File: config.mk
export PLATFORM = sky130hd
export DESIGN_NAME = if_stage_top
export DESIGN_NICKNAME = d
export VERILOG_FILES = /design/src/rtl/riscv_pkg.sv /design/src/rtl/if_skid_buf.sv /design/src/rtl/if_stage_top.sv
export SDC_FILE = /design/constraint.sdc
export NUM_CORES = 1
export LEC_CHECK = 0
export CORE_MARGIN = 1
export CORE_UTILIZATION = 50
export DETAILED_ROUTE_END_ITERATION = 16
export PLACE_DENSITY_LB_ADDON = 0.25
export SLEW_MARGIN = 10
export SYNTH_ARGS = -nofsm -noshare
export SYNTH_HDL_FRONTEND = slang
export SYNTH_HIERARCHICAL = 1
export SYNTH_SLANG_ARGS = --single-unit
File: constraint.sdc
create_clock -name clk -period 2.7 [get_ports clk]
set_clock_uncertainty 0.15 [all_clocks]
set_input_delay 0.675 -clock clk [delete_from_list [all_inputs] [get_ports clk]]
set_output_delay 0.675 -clock clk [all_outputs]
set_load 0.01 [all_outputs]
File: src/rtl/riscv_pkg.sv
// Shared RV32I core constants and types used by the fetch stage.
package riscv_pkg;

    localparam int unsigned XLEN = 32;

    // addi x0, x0, 0
    localparam logic [XLEN-1:0] NOP_INSTR        = 32'h0000_0013;
    localparam logic [XLEN-1:0] RESET_PC_DEFAULT = 32'h0000_0000;
    localparam logic [XLEN-1:0] PC_INC           = 32'd4;

    // Fetch issued in the previous cycle whose data is arriving now
    typedef struct packed {
        logic            valid;
        logic [XLEN-1:0] pc;
    } fetch_slot_t;

    // Instruction fetch is word granular; low address bits are dropped
    function automatic logic [XLEN-1:0] align_word(input logic [XLEN-1:0] addr);
        return {addr[XLEN-1:2], 2'b00};
    endfunction

endpackage

File: src/rtl/if_skid_buf.sv
// One-entry holding register that keeps an instruction alive while the stage is stalled.
module if_skid_buf
    import riscv_pkg::*;
(
    input  logic            clk,
    input  logic            reset,
    input  logic            capture,
    input  logic            clear,
    input  logic [XLEN-1:0] din,
    output logic            valid,
    output logic [XLEN-1:0] dout
);

    // Reset and clear take priority over a capture in the same cycle
    always_ff @(posedge clk) begin
        if (!reset) begin
            valid <= 1'b0;
            dout  <= '0;
        end else if (clear) begin
            valid <= 1'b0;
        end else if (capture) begin
            valid <= 1'b1;
            dout  <= din;
        end
    end

endmodule

File: src/rtl/if_stage_top.sv
// Instruction-fetch stage: PC register, synchronous imem interface and IF/ID pipeline register.
module if_stage_top
    import riscv_pkg::*;
#(
    parameter logic [31:0] RESET_PC  = riscv_pkg::RESET_PC_DEFAULT,
    parameter logic [31:0] NOP_INSTR = riscv_pkg::NOP_INSTR
) (
    input  logic        clk,
    input  logic        reset,
    input  logic        stall,
    input  logic        flush,
    input  logic        redirect_valid,
    input  logic [31:0] redirect_pc,
    output logic        imem_req,
    output logic [31:0] imem_addr,
    input  logic [31:0] imem_rdata,
    output logic        if_id_valid,
    output logic [31:0] if_id_instr,
    output logic [31:0] if_id_pc,
    output logic [31:0] if_id_pc_plus4
);

    logic [31:0] pc_q;
    fetch_slot_t f2_q;
    logic        buf_valid;
    logic [31:0] buf_instr;
    logic [31:0] f2_instr;
    logic        skid_capture;
    logic        skid_clear;
    logic        f2_take;

    // Memory request and the data source for the instruction in flight
    always_comb begin
        imem_addr    = pc_q;
        imem_req     = reset & ~stall & ~redirect_valid;
        f2_instr     = buf_valid ? buf_instr : imem_rdata;
        // Memory data lasts only one cycle, so park it on the first stalled edge
        skid_capture = stall & f2_q.valid & ~buf_valid;
        skid_clear   = redirect_valid | ~stall;
        f2_take      = f2_q.valid & ~flush;
    end

    if_skid_buf u_skid (
        .clk     (clk),
        .reset   (reset),
        .capture (skid_capture),
        .clear   (skid_clear),
        .din     (imem_rdata),
        .valid   (buf_valid),
        .dout    (buf_instr)
    );

    // PC, F2 slot and IF/ID register; priority reset > redirect > flush > stall > advance
    always_ff @(posedge clk) begin
        if (!reset) begin
            pc_q           <= RESET_PC;
            f2_q           <= '0;
            if_id_valid    <= 1'b0;
            if_id_instr    <= NOP_INSTR;
            if_id_pc       <= '0;
            if_id_pc_plus4 <= '0;
        end else if (redirect_valid) begin
            pc_q        <= align_word(redirect_pc);
            f2_q.valid  <= 1'b0;
            if_id_valid <= 1'b0;
            if_id_instr <= NOP_INSTR;
        end else if (stall) begin
            // Flush still squashes IF/ID while PC and F2 hold
            if (flush) begin
                if_id_valid <= 1'b0;
                if_id_instr <= NOP_INSTR;
            end
        end else begin
            if_id_valid    <= f2_take;
            if_id_instr    <= f2_take ? f2_instr : NOP_INSTR;
            if_id_pc       <= f2_q.pc;
            if_id_pc_plus4 <= f2_q.pc + PC_INC;
            f2_q.valid     <= imem_req;
            f2_q.pc        <= pc_q;
            if (imem_req) begin
                pc_q <= pc_q + PC_INC;
            end
        end
    end

endmodule

==> impl_metrics.env <==
export IMPL_setup_viol=0
export IMPL_crit_fanout=4
export IMPL_worst_slack_ns=0.0907
export IMPL_clock_tree_root_cell="clkbuf_16"
export IMPL_start_util_pct=51.5
export IMPL_hold_violations=0
export IMPL_worstPathRequired_ns=1.88
export IMPL_die_h_um=133
export IMPL_grt_max_degree=64
export IMPL_vias=8255
export IMPL_fin_area_um2=11300
export IMPL_ant_nets=0
export IMPL_antenna_found_initial=0
export IMPL_track_usage_pct=27.1
export IMPL_hpwl_um=16500
export IMPL_startpoint_type="input port"
export IMPL_rr_endpoint="imem_addr[18]"
export IMPL_cts_max_path_buffers=2
export IMPL_hp_start="if_id_pc[10]"
export IMPL_viasPerCell=5.76
export IMPL_h_tree_depth=4
export IMPL_cts_tree="built"
export IMPL_row_count=47
export IMPL_clock_sinks=187
export IMPL_tightest_slew_ns=0.611
export IMPL_power_density_nw_per_um2=542
export IMPL_synth_edf_count=0
export IMPL_port_buffers=190
export IMPL_pin_count=199
export IMPL_grt_overflow_total=0
export IMPL_drv_slew=0
export IMPL_holdPathEnd="if_id_pc[10]"
export IMPL_n_antenna_cell=0
export IMPL_end_kind="output pin"
export IMPL_final_fill_count=1413
export IMPL_grt_pass1_wl_um=38500
export IMPL_dieWidth_um=133
export IMPL_holdWs_ns=0.304
export IMPL_p_total_uw=6130
export IMPL_dpl_worst_slack_ns=-0.457
export IMPL_grt_pass1_vias=7523
export IMPL_synth_top_area_share_pct=43.7
export IMPL_synthFlopType="dfxtp_1"
export IMPL_maxCapViolations=0
export IMPL_globalplace_congestion=0.834
export IMPL_synth_most_common_cell="nand2_1"
export IMPL_postCtsHoldBufs=0
export IMPL_syn_avg_cell_area_um2=8.24
export IMPL_synth_distinct_cells=65
export IMPL_status="complete, no violations"
export IMPL_netlist_instances=1040
export IMPL_async_reset_ff_share_pct=0
export IMPL_area_growth_pct=31.9
export IMPL_r2r_start="imem_addr[12]"
export IMPL_cts_reportedPaths_clkPinSlew_ns=0.07
export IMPL_fin_crit_sh_pct=96.6
export IMPL_drc=0
export IMPL_synth_area_leaders="dfxtp_1 44%, nand2_1 10%, mux2i_1 4.7%"
export IMPL_hold_class="flip-flop to flip-flop"
export IMPL_wl_per_cell_um=16.7
export IMPL_worstPathArrival_ns=1.78
export IMPL_worstSetupPathType="input port to output pin"
export IMPL_holdPathStages=2
export IMPL_max_freq_mhz=383
export IMPL_regToRegSetupSlack_ns=0.40
export IMPL_firstDrtPassIters=5
export IMPL_placed_cell_area_um2=10700
export IMPL_yosys_warnings=6
export IMPL_ff2ff_path_depth=4
export IMPL_drive_gt1_share_pct=9.64
export IMPL_insertion_delay_ns=0.43
export IMPL_ys_seq_area_share_pct=43.7
export IMPL_numCtsBuffers=17
export IMPL_die_area_um2=17700
export IMPL_synth_top_cell_by_area="dfxtp_1"
export IMPL_p_leak_uw=0.00381
export IMPL_drt_total_wl_um=24000
export IMPL_drt_iter0_drc=587
export IMPL_yosys_top_cells_count="235 x nand2_1, 187 x dfxtp_1, 72 x a21oi_1"
export IMPL_min_period_ns=2.61
export IMPL_syn_area_um2=8570
export IMPL_final_util_pct=68.0
export IMPL_core_region_area_um2=16600
export IMPL_ir_worst_vdd_v=0.000491
export IMPL_layout_nets=1275
export IMPL_ys_ff_latch=187
export IMPL_rsz0062_at_grt="no"
export IMPL_max_slew_margin_pct=58.9
==> timing repair <==
action                     4_1_cts  5_1_grt
setup buffers                    0        0
setup endpoints to repair        1        1
gates resized for setup          5        1
pin swaps                        0        0
==> worst max-delay path by stage <==
stage | startpoint | end | slack (ns) | cells after the start
4_1_cts | stall | imem_req | 0.004 | 4
3_3_place_gp | redirect_valid | imem_req | -0.46 | 4
5_1_grt | stall | imem_req | 0.06 | 4
6_report | stall | imem_req | 0.09 | 4
2_1_floorplan | reset | imem_req | 0.22 | 4
3_5_place_dp | stall | imem_req | -0.46 | 4
==> area by class of cell <==
| cell class | instances | area (um2) | share of cell area, % |
|---|---|---|---|
| Clock inverter | 11 | 146 | 1.29 |
| Clock buffer | 18 | 439 | 3.88 |
| Tap cell | 220 | 275 | 2.43 |
| Timing Repair Buffer | 232 | 2280 | 20.2 |
| Inverter | 9 | 33.8 | 0.299 |
| Sequential cell | 187 | 3740 | 33.1 |
| Multi-Input combinational cell | 757 | 4390 | 38.8 |
==> metrics by stage <==
stage,setup TNS (ns),instances
2_1_floorplan,0,1045
3_3_place_gp,-1.32,1405
5_1_grt,0,1434
4_1_cts,0,1434
3_5_place_dp,-1.83,1405
6_report,0,1434
==> power by group <==
| group | total (uW) | switching, uW | internal [uW] | leakage [uW] |
|---|---|---|---|---|
| clock network | 2530 | 1060 | 1470 | 0.000290 |
| logic | 671 | 337 | 334 | 0.00200 |
| registers | 2930 | 94.9 | 2840 | 0.00152 |
| total | 6130 | 1490 | 4640 | 0.00381 |
==> state kept, by name, indices dropped and copies added, names as in the netlist <==
signal and flops:
if_id_instr 32, u_skid/dout 32, imem_addr 30, if_id_pc_plus4 30, if_id_valid 1, f2_q 31
if_id_pc 30, u_skid/valid 1
==> per-layer routing <==
layer	global-route usage, %	part of all wire (%)	vias up	wire [um]
met4	7.41	1.5	0	353
met5	0	0	-	0
li1	-	-	3992	-
met3	6.51	7.3	30	1750
met2	44.3	46	291	11100
met1	35.5	45	3942	10800
==> worst max-delay path, cell delays in order <==
cell             delay (ns)
clkdlybuf4s50_1        0.44
or3b_4                 0.43
inv_2                  0.09
buf_2                  0.14
==> cell usage in the layout (no fill, tap or decap), types with 4 or more instances in the layout <==
cell               n
clkbuf_16         17
xnor2_1            9
or4_1              9
mux2_2            29
clkdlybuf4s50_1  188
a31oi_1           15
nand2b_1           5
nand2_1          235
o21ai_0           47
buf_4             37
nor3_1            19
conb_1             6
or3_1             12
a311oi_1           5
clkinv_2           4
xor2_1             9
a22oi_1           29
a21oi_1           72
and2_1             5
nor4_1            14
dfxtp_1          187
nand4_1           22
mux2i_1           40
o31ai_1            8
buf_12             6
and4_1            10
inv_1              7
nand3_1           25
nor2_1            59
and3_1             9
a211oi_1          11
o311ai_0           5
==> cell families after synthesis <==
family	Yosys count	share of synthesized area, %
multiplexers	69	8.48
adder cells (fa/ha/maj)	2	0.292
XOR/XNOR	18	1.84
buffers and inverters	101	5.59
AO/OA/AOI/OAI	212	15.3
AND/OR/NAND/NOR	450	24.8
other	1	0.0437
flip-flops	187	43.7
Note: power is estimated with default switching activity, not from simulation.
